--- src/rtl/restoring_divider.sv ---
// Unsigned 8-bit restoring divider: one SHIFT/SUB pair per quotient bit, divisor
// held in its own register loaded through a dedicated LOADD state.
module restoring_divider (
  input  logic       Clk,
  input  logic       Reset,
  input  logic       Run,
  input  logic       Load_D,
  input  logic [7:0] Din,
  output logic [7:0] Quotient,
  output logic [7:0] Remainder,
  output logic       Div_Zero,
  output logic       Busy,
  output logic       Done
);

  typedef enum logic [2:0] {
    S_IDLE, S_LOADD, S_INIT, S_SHIFT, S_SUB, S_DONE
  } state_t;

  state_t     state_q, state_d;
  logic [7:0] div_q, div_d;
  logic [7:0] quo_q, quo_d;
  logic [7:0] rem_q, rem_d;
  logic [2:0] cnt_q, cnt_d;
  logic       dz_q, dz_d;
  logic [8:0] diff;

  always_ff @(posedge Clk) begin
    if (Reset) begin
      state_q <= S_IDLE;
      div_q   <= '0;
      quo_q   <= '0;
      rem_q   <= '0;
      cnt_q   <= '0;
      dz_q    <= 1'b0;
    end else begin
      state_q <= state_d;
      div_q   <= div_d;
      quo_q   <= quo_d;
      rem_q   <= rem_d;
      cnt_q   <= cnt_d;
      dz_q    <= dz_d;
    end
  end

  always_comb begin
    state_d = state_q;
    div_d   = div_q;
    quo_d   = quo_q;
    rem_d   = rem_q;
    cnt_d   = cnt_q;
    dz_d    = dz_q;
    diff    = {1'b0, rem_q} - {1'b0, div_q};
    case (state_q)
      S_IDLE: begin
        if (Load_D)   state_d = S_LOADD;
        else if (Run) state_d = S_INIT;
      end
      S_LOADD: begin
        div_d   = Din;
        state_d = S_IDLE;
      end
      S_INIT: begin
        cnt_d = '0;
        dz_d  = (div_q == 8'd0);
        if (div_q == 8'd0) begin
          // Divide-by-zero: saturate quotient, hand the dividend back as remainder
          quo_d   = 8'hFF;
          rem_d   = Din;
          state_d = S_DONE;
        end else begin
          quo_d   = Din;
          rem_d   = '0;
          state_d = S_SHIFT;
        end
      end
      S_SHIFT: begin
        // Remainder entering a shift is always < 128, so no bit is lost off the top
        {rem_d, quo_d} = {rem_q[6:0], quo_q, 1'b0};
        state_d        = S_SUB;
      end
      S_SUB: begin
        if (!diff[8]) begin
          rem_d    = diff[7:0];
          quo_d[0] = 1'b1;
        end else begin
          quo_d[0] = 1'b0;
        end
        if (cnt_q == 3'd7) begin
          state_d = S_DONE;
        end else begin
          cnt_d   = cnt_q + 3'd1;
          state_d = S_SHIFT;
        end
      end
      S_DONE: begin
        if (!Run) state_d = S_IDLE;
      end
      default: state_d = S_IDLE;
    endcase
  end

  assign Quotient  = quo_q;
  assign Remainder = rem_q;
  assign Div_Zero  = dz_q;
  assign Busy      = (state_q == S_INIT) || (state_q == S_SHIFT) || (state_q == S_SUB);
  assign Done      = (state_q == S_DONE);

endmodule
--- config.mk ---
export PLATFORM = sky130hd
export DESIGN_NAME = restoring_divider
export DESIGN_NICKNAME = d
export VERILOG_FILES = /design/src/rtl/restoring_divider.sv
export SDC_FILE = /design/constraint.sdc
export NUM_CORES = 1
export LEC_CHECK = 0
export ABC_AREA = 0
export CORE_UTILIZATION = 50
export DETAILED_ROUTE_END_ITERATION = 6
export PLACE_DENSITY = 0.75
export SKIP_LAST_GASP = 1
export SYNTH_ARGS = -nofsm -noshare
export SYNTH_HDL_FRONTEND = slang
export SYNTH_SLANG_ARGS = --single-unit
--- constraint.sdc ---
create_clock -name Clk -period 2.9 [get_ports Clk]
set_input_delay 0.29 -clock Clk [delete_from_list [all_inputs] [get_ports Clk]]
set_output_delay 0.29 -clock Clk [all_outputs]
set_load 0.05 [all_outputs]
Word-level counts from Yosys, hierarchy flattened --
Index checks and enable logic that the tools add are counted.
Storage, ports and cells: register bits after elaboration 31, word-level logic and storage cells 44, output and inout port bits 19, input bits 12
Operators by class: add/sub/neg operators 2, reduce and logical (&&, ||, !) cells 10, equal/unequal tests 10, mux-type cells 15
Operators with widths (number):
- 8-bit 2-to-1 mux | 3
- 8-bit one-hot mux with 3 select lines | 1
- 3-bit 2-to-1 mux | 6
- 3-bit one-hot mux with 5 select lines | 1
- 7-bit one-hot mux with 2 select lines | 1
- 3-bit == test (second input constant) | 3
- 8-bit by 8-bit subtractor with 9-bit output | 1
- 8-bit logical NOT | 1
- 3-bit by 2-bit == test with 1-bit output (second input constant) | 2
- 2-bit != test (second input constant) | 3
- 3-bit one-hot mux with 2 select lines | 1
- 2-bit AND reduction | 3
- 2-bit nonzero test | 2
- 3-bit by 1-bit adder with 3-bit output (second input constant) | 1
- 3-bit by 1-bit == test with 1-bit output (second input constant) | 1
- 3-bit logical NOT | 1
- 3-bit != test (second input constant) | 1
- 1-bit one-hot mux with 3 select lines | 1
- 3-bit nonzero test | 1
- 1-bit logical OR | 2
- 1-bit 2-to-1 mux | 1

Depth between registers and ports, before layout --
Gate-level depths: netlist of run 1.
depth after elaboration 3, gate-level depth with buffers 10

Worst setup path after synthesis of run 1 --
OpenSTA, ideal clock, no wires.
path type flip-flop to flip-flop, start point register rem_q[0] (netlist: Remainder[0]), end point register rem_q[6] (netlist: Remainder[6]), setup slack 0.488 ns, library setup time 0.088 ns, stages on the path, launching flop included 10, data arrival time 2.324 ns, cell sequence dfxtp_1 > inv_1 > ha_1 > inv_1 > fa_1 > a211oi_1 > or4b_1 > o31a_1 > o21a_1 > a311oi_2
Between the ends: word-level cells in the longest chain between the ends 3
Ends and longest elaborated chain:
- start: declaration | line 23 | logic [7:0] rem_q, rem_d;
- start signal: assignment | line 40 | rem_q <= rem_d;
- 8-bit by 8-bit subtractor with 9-bit output * | line 53 | diff = {1'b0, rem_q} - {1'b0, div_q};
- 8-bit 2-to-1 mux or 2-bit != test (tied branches)
- 8-bit one-hot mux with 3 select lines or 2-bit AND reduction (tied branches)
Every way passes the cells marked *; elsewhere a longest branch is shown, timed or not. The select of a mux whose other input is x is not followed. A chain may end at the register's enable or synchronous reset.

Worst setup path in the final report of run 1 --
start point register state_q[2], end point output port Busy
Between the ends: word-level cells in the longest chain between the ends 3
Ends and longest elaborated chain:
- start: declaration | line 20 | state_t state_q, state_d;
- start signal: assignment | line 37 | state_q <= state_d;
- 3-bit by 2-bit == test with 1-bit output | line 106 | assign Busy = (state_q == S_INIT) || (state_q == S_SHIFT) || (state_q == S_SUB);
- 1-bit logical OR | line 106
- 1-bit logical OR * | line 106
- end: declaration | line 12 | output logic Busy,
Every way passes the cells marked *; elsewhere a longest branch is shown, timed or not.

==> results of run 1 <==
-- metal layers --
metal | track usage | vias up | part of all wire
met5 | 0 | - | 0
met4 | 0.1051 | 0 | 0.017
met3 | 0.05072 | 8 | 0.064
met2 | 0.4322 | 52 | 0.48
met1 | 0.3208 | 842 | 0.44
li1 | - | 902 | -
-- state kept, by name, summed over array words and instances (netlist names) --
register and cells:
Div_Zero 1, Quotient 8, Remainder 8, cnt_q 3
div_q 8, state_q 3
-- power groups by stage --
stage,sequential [uW],clock (uW),combinational (uW)
detailed placement,516,0,617
global placement,516,0,613
floorplan,594,0,381
finish,507,327,622
global route,513,349,678
CTS,507,332,620
-- worst max-delay path: stages, from the launching register on --
cell	delay, ns
dfxtp_1	0.51
or3b_1	0.53
nand2_1	0.14
clkdlybuf4s50_1	0.81
-- through the flow --
stage / cells / instance area [sq um] / power, uW / setup slack, ns
after CTS: 309 / 2297 / 1459 / 0.3399
final: 309 / 2297 / 1457 / 0.3378
after global placement: 301 / 2216 / 1128 / 0.6217
after floorplan: 233 / 1903 / 975.9 / 0.4879
after detailed placement: 301 / 2216 / 1133 / 0.5828
after global routing: 309 / 2297 / 1540 / 0.2526
-- final cells by class --
type / instances / area share
multi-input cells: 178 / 0.5082
well taps: 48 / 0.02614
flip-flops and latches: 31 / 0.2702
clock buffers: 7 / 0.03322
clock inverters: 1 / 0.002179
repair buffers: 34 / 0.1438
inverters: 10 / 0.01634
-- layout by cell type, fill, tap and decap left out, drive strengths merged, types with 3 or more instances in the layout --
cell type / count
nor2: 41
dfxtp: 31
clkdlybuf4s50: 30
a21oi: 28
nand2: 18
ha: 11
inv: 10
o21ai: 8
o221ai: 7
clkbuf: 7
nand2b: 5
a211oi: 5
and3: 4
mux2i: 4
buf: 4
a311oi: 4
nor2b: 3
nand3: 3
and2: 3
nor3: 3
-- worst min path at each step --
| stage | from | endpoint | slack, ns | depth (start not counted) |
|---|---|---|---|---|
| after detailed placement | Quotient[5] | Quotient[5] | 0.46 | 2 |
| after CTS | cnt_q[1] | cnt_q[1] | 0.47 | 2 |
| after global placement | Quotient[3] | Quotient[3] | 0.46 | 2 |
| final | Quotient[5] | Quotient[5] | 0.47 | 2 |
| after global routing | cnt_q[2] | cnt_q[2] | 0.50 | 2 |
| after floorplan | Reset | Quotient[0] | 0.37 | 1 |
-- cell families after synthesis --
kind of cell	after synthesis	synth area share
simple gates	89	0.2249
buf+inv	24	0.06049
mux	4	0.02104
flops	31	0.3261
fa+ha+maj	12	0.08284
compound gates	72	0.2801
xor+xnor	1	0.004603
==> qor.yml, run 1 <==
fillers: 327
switching_share: 0.3946
p_per_area_mw_per_mm2: 634.2
drive_above_1_share: 0.08429
switchingPower_uw: 574.9
drc_errors: 0
final.setup.tns_ns: 0
synth_fp_nets: 257
chipHeight_um: 63.70
area_delta_synth_final_pct: 20.71
seq_area_sq_um: 620.6
syn_avg_cell_area_sq_um: 8.168
crit_fanout: 12
yosysSeqAreaShare: 0.3261
io_pins: 31
p_clk_frac: 0.225
cts_resized: 0
dr.pass1.iters: 4
yosysMostFrequentCell: "nor2_1"
netlist_top_cells_area: "dfxtp_1 33%, nor2_1 8.1%, a21oi_1 7.4%"
clk_latency_ns: 0.28
p_int_uw: 881.9
yosys.area.top_type_share: 0.3261
numCtsBuffers: 5
ant_nets: 0
dp_hpwl_um: 3492
grt_start_max_net_pins: 19
p_comb_frac: 0.427
core.rowCount: 22
die_w_um: 63.70
cp-startpoint: "state_q[2]"
vdd_ir_drop_max_v: 0.0003720
cp.required_ns: 2.61
htree_levels: 2
overflow: 0
die_area_sq_mm: 0.004057
cts_setup_buffers: 0
setup_viol: 0
ff2ff_path_depth: 9
status: "finished clean"
syn_area_sq_mm: 0.001903
rsz0062_at_grt: "no"
synth-edff-count: 0
ys_ff_latch: 31
share_seq_of_total_power: 0.348
synth_area_leader_cell: "dfxtp_1"
fin_nets: 284
num_vias: 1804
synth_cells: 233
ys_top_cells_by_count: "41 x nor2_1, 31 x dfxtp_1, 28 x a21oi_1, 18 x nand2_1, 11 x ha_1"
track_usage: 0.2583
routed_wl_um: 4660
fin_skew_ns: 0.005236
async_flop_share: 0
coreArea_sq_mm: 0.003661
gp_congestion: 0.8937
port_buffers: 30
yosys.cell_types.count: 52
r2r-end: "Remainder[6]"
fmax_mhz: 390.3
grt_pass1_wl_um: 7886
antenna_found_initial: 0
slew_headroom: 0.4552
endpoint: "Busy"
end_kind: "primary output"
routedWlPerCell_um: 15.08
clockBufferDepth: 2
crit-reg2reg-launch: "Remainder[0]"
worstSetupPathType: "reg2out"
min_period_ns: 2.562
cts_tree: "yes"
vias_per_cell: 5.838
r2r_slack_ns: 0.55
ys.flop_type: "dfxtp_1"
leakage_uw: 0.0008601
start_util: 0.5198
hold_path.class: "reg2reg"
clk_pin_slew_ns: 0.06
root_buffer: "clkbuf_8"
cts_sinks: 31
ys_warn_count: 0
tightest_slew_ns: 0.8146
final_util: 0.6275
drv_slew: 0
drt-initial-drc-count: 143
post-route-period-util: 0.8835
grt_pass1_vias: 1684
hold_buffers: 0
cap_violations: 0
antenna_cells: 0
arrival_ns: 2.27
whs_ns: 0.4691
finalHoldViolCount: 0
start_kind: "flip-flop"
multi_input_area_sq_mm: 0.001167
No activity file was read; power rests on OpenSTA's default activity.
==> run 2: changes to the inputs <==
CORE_ASPECT_RATIO = 0.7   (was not set)
==> qor.yml, run 2 (synthesis gave the netlist of run 1 again) <==
ant_nets: 0  # unchanged
hold_path.class: "reg2reg"  # unchanged
whs_ns: 0.4684  # was 0.4691 ns
io_pins: 31  # unchanged
critPathMaxStageDelay_ns: 0.81  # about the same
root_buffer: "clkbuf_8"  # unchanged
tightest_slew_ns: 0.5790  # was 0.8146 ns
antenna_cells: 0  # unchanged
numCtsBuffers: 5  # unchanged
drv_slew: 0  # unchanged
crit_fanout: 12  # unchanged
vdd_ir_drop_max_v: 0.0003985  # was 0.0003720 V
hold_buffers: 0  # unchanged
grt_pass1_wl_um: 8045  # was 7886 um
fin_nets: 286  # was 284
drt-initial-drc-count: 177  # was 143
gp_congestion: 1.018  # was 0.8937
end_kind: "primary output"  # unchanged
final_cell_mix: "41 x nor2_1, 31 x dfxtp_1, 30 x clkdlybuf4s50_1"  # unchanged
routedWlPerCell_um: 16.78  # was 15.08 um
setup_viol: 0  # unchanged
rsz0062_at_grt: "no"  # unchanged
dp_hpwl_um: 3694  # was 3492 um
cts_tree: "yes"  # unchanged
clk_pin_slew_ns: 0.07  # was 0.06 ns
cap_violations: 0  # unchanged
fin_skew_ns: 0.005084  # was 0.005236 ns
cp_top_family: "buffers and inverters"  # unchanged
finalHoldViolCount: 0  # unchanged
post-route-period-util: 0.8966  # was 0.8835
coreArea_sq_mm: 0.003581  # was 0.003661 sq mm
routed_wl_um: 5253  # was 4660 um
clk_latency_ns: 0.29  # was 0.28 ns
clockBufferDepth: 2  # unchanged
cts_setup_buffers: 0  # unchanged
fillers: 313  # was 327
fmax_mhz: 384.6  # was 390.3 MHz
fin_cells: 313  # was 309
status: "finished clean"  # unchanged
cts_sinks: 31  # unchanged
htree_levels: 2  # unchanged
min_period_ns: 2.600  # was 2.562 ns
area_delta_synth_final_pct: 23.54  # was 20.71%
final.setup.tns_ns: 0  # unchanged
drive_above_1_share: 0.09886  # was 0.08429
cp.required_ns: 2.61  # about the same
dr.pass1.iters: 4  # unchanged
start_kind: "flip-flop"  # unchanged
place_inst: 305  # was 301
cp_num_buf_inv: 1  # unchanged
worstSetupPathType: "reg2out"  # unchanged
overflow: 0  # unchanged
drc_errors: 0  # unchanged
cp_cell_sequence: "or3b_1 > nand2_1 > clkdlybuf4s50_1"  # unchanged
crit_slowest_cell: "clkdlybuf4s50_1"  # unchanged
r2r_slack_ns: 0.53  # was 0.55 ns
leakage_uw: 0.0008883  # was 0.0008601 uW
track_usage: 0.2819  # was 0.2583
vias_per_cell: 5.952  # was 5.838
start_util: 0.5314  # was 0.5198
die_w_um: 75.74  # was 63.70 um
core.rowCount: 18  # was 22
grt_start_max_net_pins: 17  # was 19
grt_pass1_vias: 1601  # was 1684
antenna_found_initial: 0  # unchanged
num_vias: 1863  # was 1804
die_area_sq_mm: 0.004061  # was 0.004057 sq mm
cts_resized: 0  # unchanged
port_buffers: 30  # unchanged
p_per_area_mw_per_mm2: 683.2  # was 634.2 mW/mm^2
arrival_ns: 2.31  # was 2.27 ns
final_common_cell: "nor2_1"  # unchanged
slew_headroom: 0.6126  # was 0.4552
chipHeight_um: 53.62  # was 63.70 um
-- run 2: changes by cell type in the layout (fill, tap and decap cells not counted), sizes merged --
cell    before  now
buf          4    6
bufinv       0    1
clkbuf       7    6
-- run 2: worst min-delay path: stages (launching register included) --
cell and delay [ns]:
dfxtp_1 0.32, nand2_1 0.06, a21oi_1 0.05
-- run 2: routing by layer --
| layer | global-route usage | vias to the layer above | routed length, um |
|---|---|---|---|
| met2 | 0.3894 | 66 | 2260 |
| met3 | 0.06742 | 12 | 394 |
| met5 | 0 | - | 0 |
| li1 | - | 902 | - |
| met1 | 0.4186 | 883 | 2504 |
| met4 | 0.1049 | 0 | 94 |
-- run 2: per-stage QoR --
stage               setup WS [ns]  total power (uW)  instance area [sq um]  utilization
floorplan                  0.4879             975.9                   1903            -
global placement           0.6195              1132                   2233       0.6237
detailed placement         0.5549              1144                   2233       0.6237
CTS                        0.2961              1598                   2351       0.6565
global route               0.1580              1681                   2351       0.6565
finish                     0.2999              1606                   2351       0.6565
-- run 2: cell type report --
type                       count  area [sq um]  area share
multi-input combinational    178          1167      0.4965
sequential                    31         620.6      0.2640
timing repair buffer          36         345.3      0.1469
clock buffer                   6         82.58     0.03513
tap                           50         62.56     0.02661
inverter                      10         37.54     0.01597
clock inverter                 2         35.03     0.01490
-- run 2: power by group --
part           internal, uW  switching [uW]  total, uW
clock network           278             181        459
registers               466            43.7        509
logic                   251             387        638
total                   995             611       1610
-- run 2: worst paths after layout --
path,start,end,depth (start not counted)
max,state_q[2],Busy,3
min,Quotient[6],Quotient[6],2
max reg2reg,Remainder[0],Remainder[6],9
min reg2reg,Quotient[6],Quotient[6],2
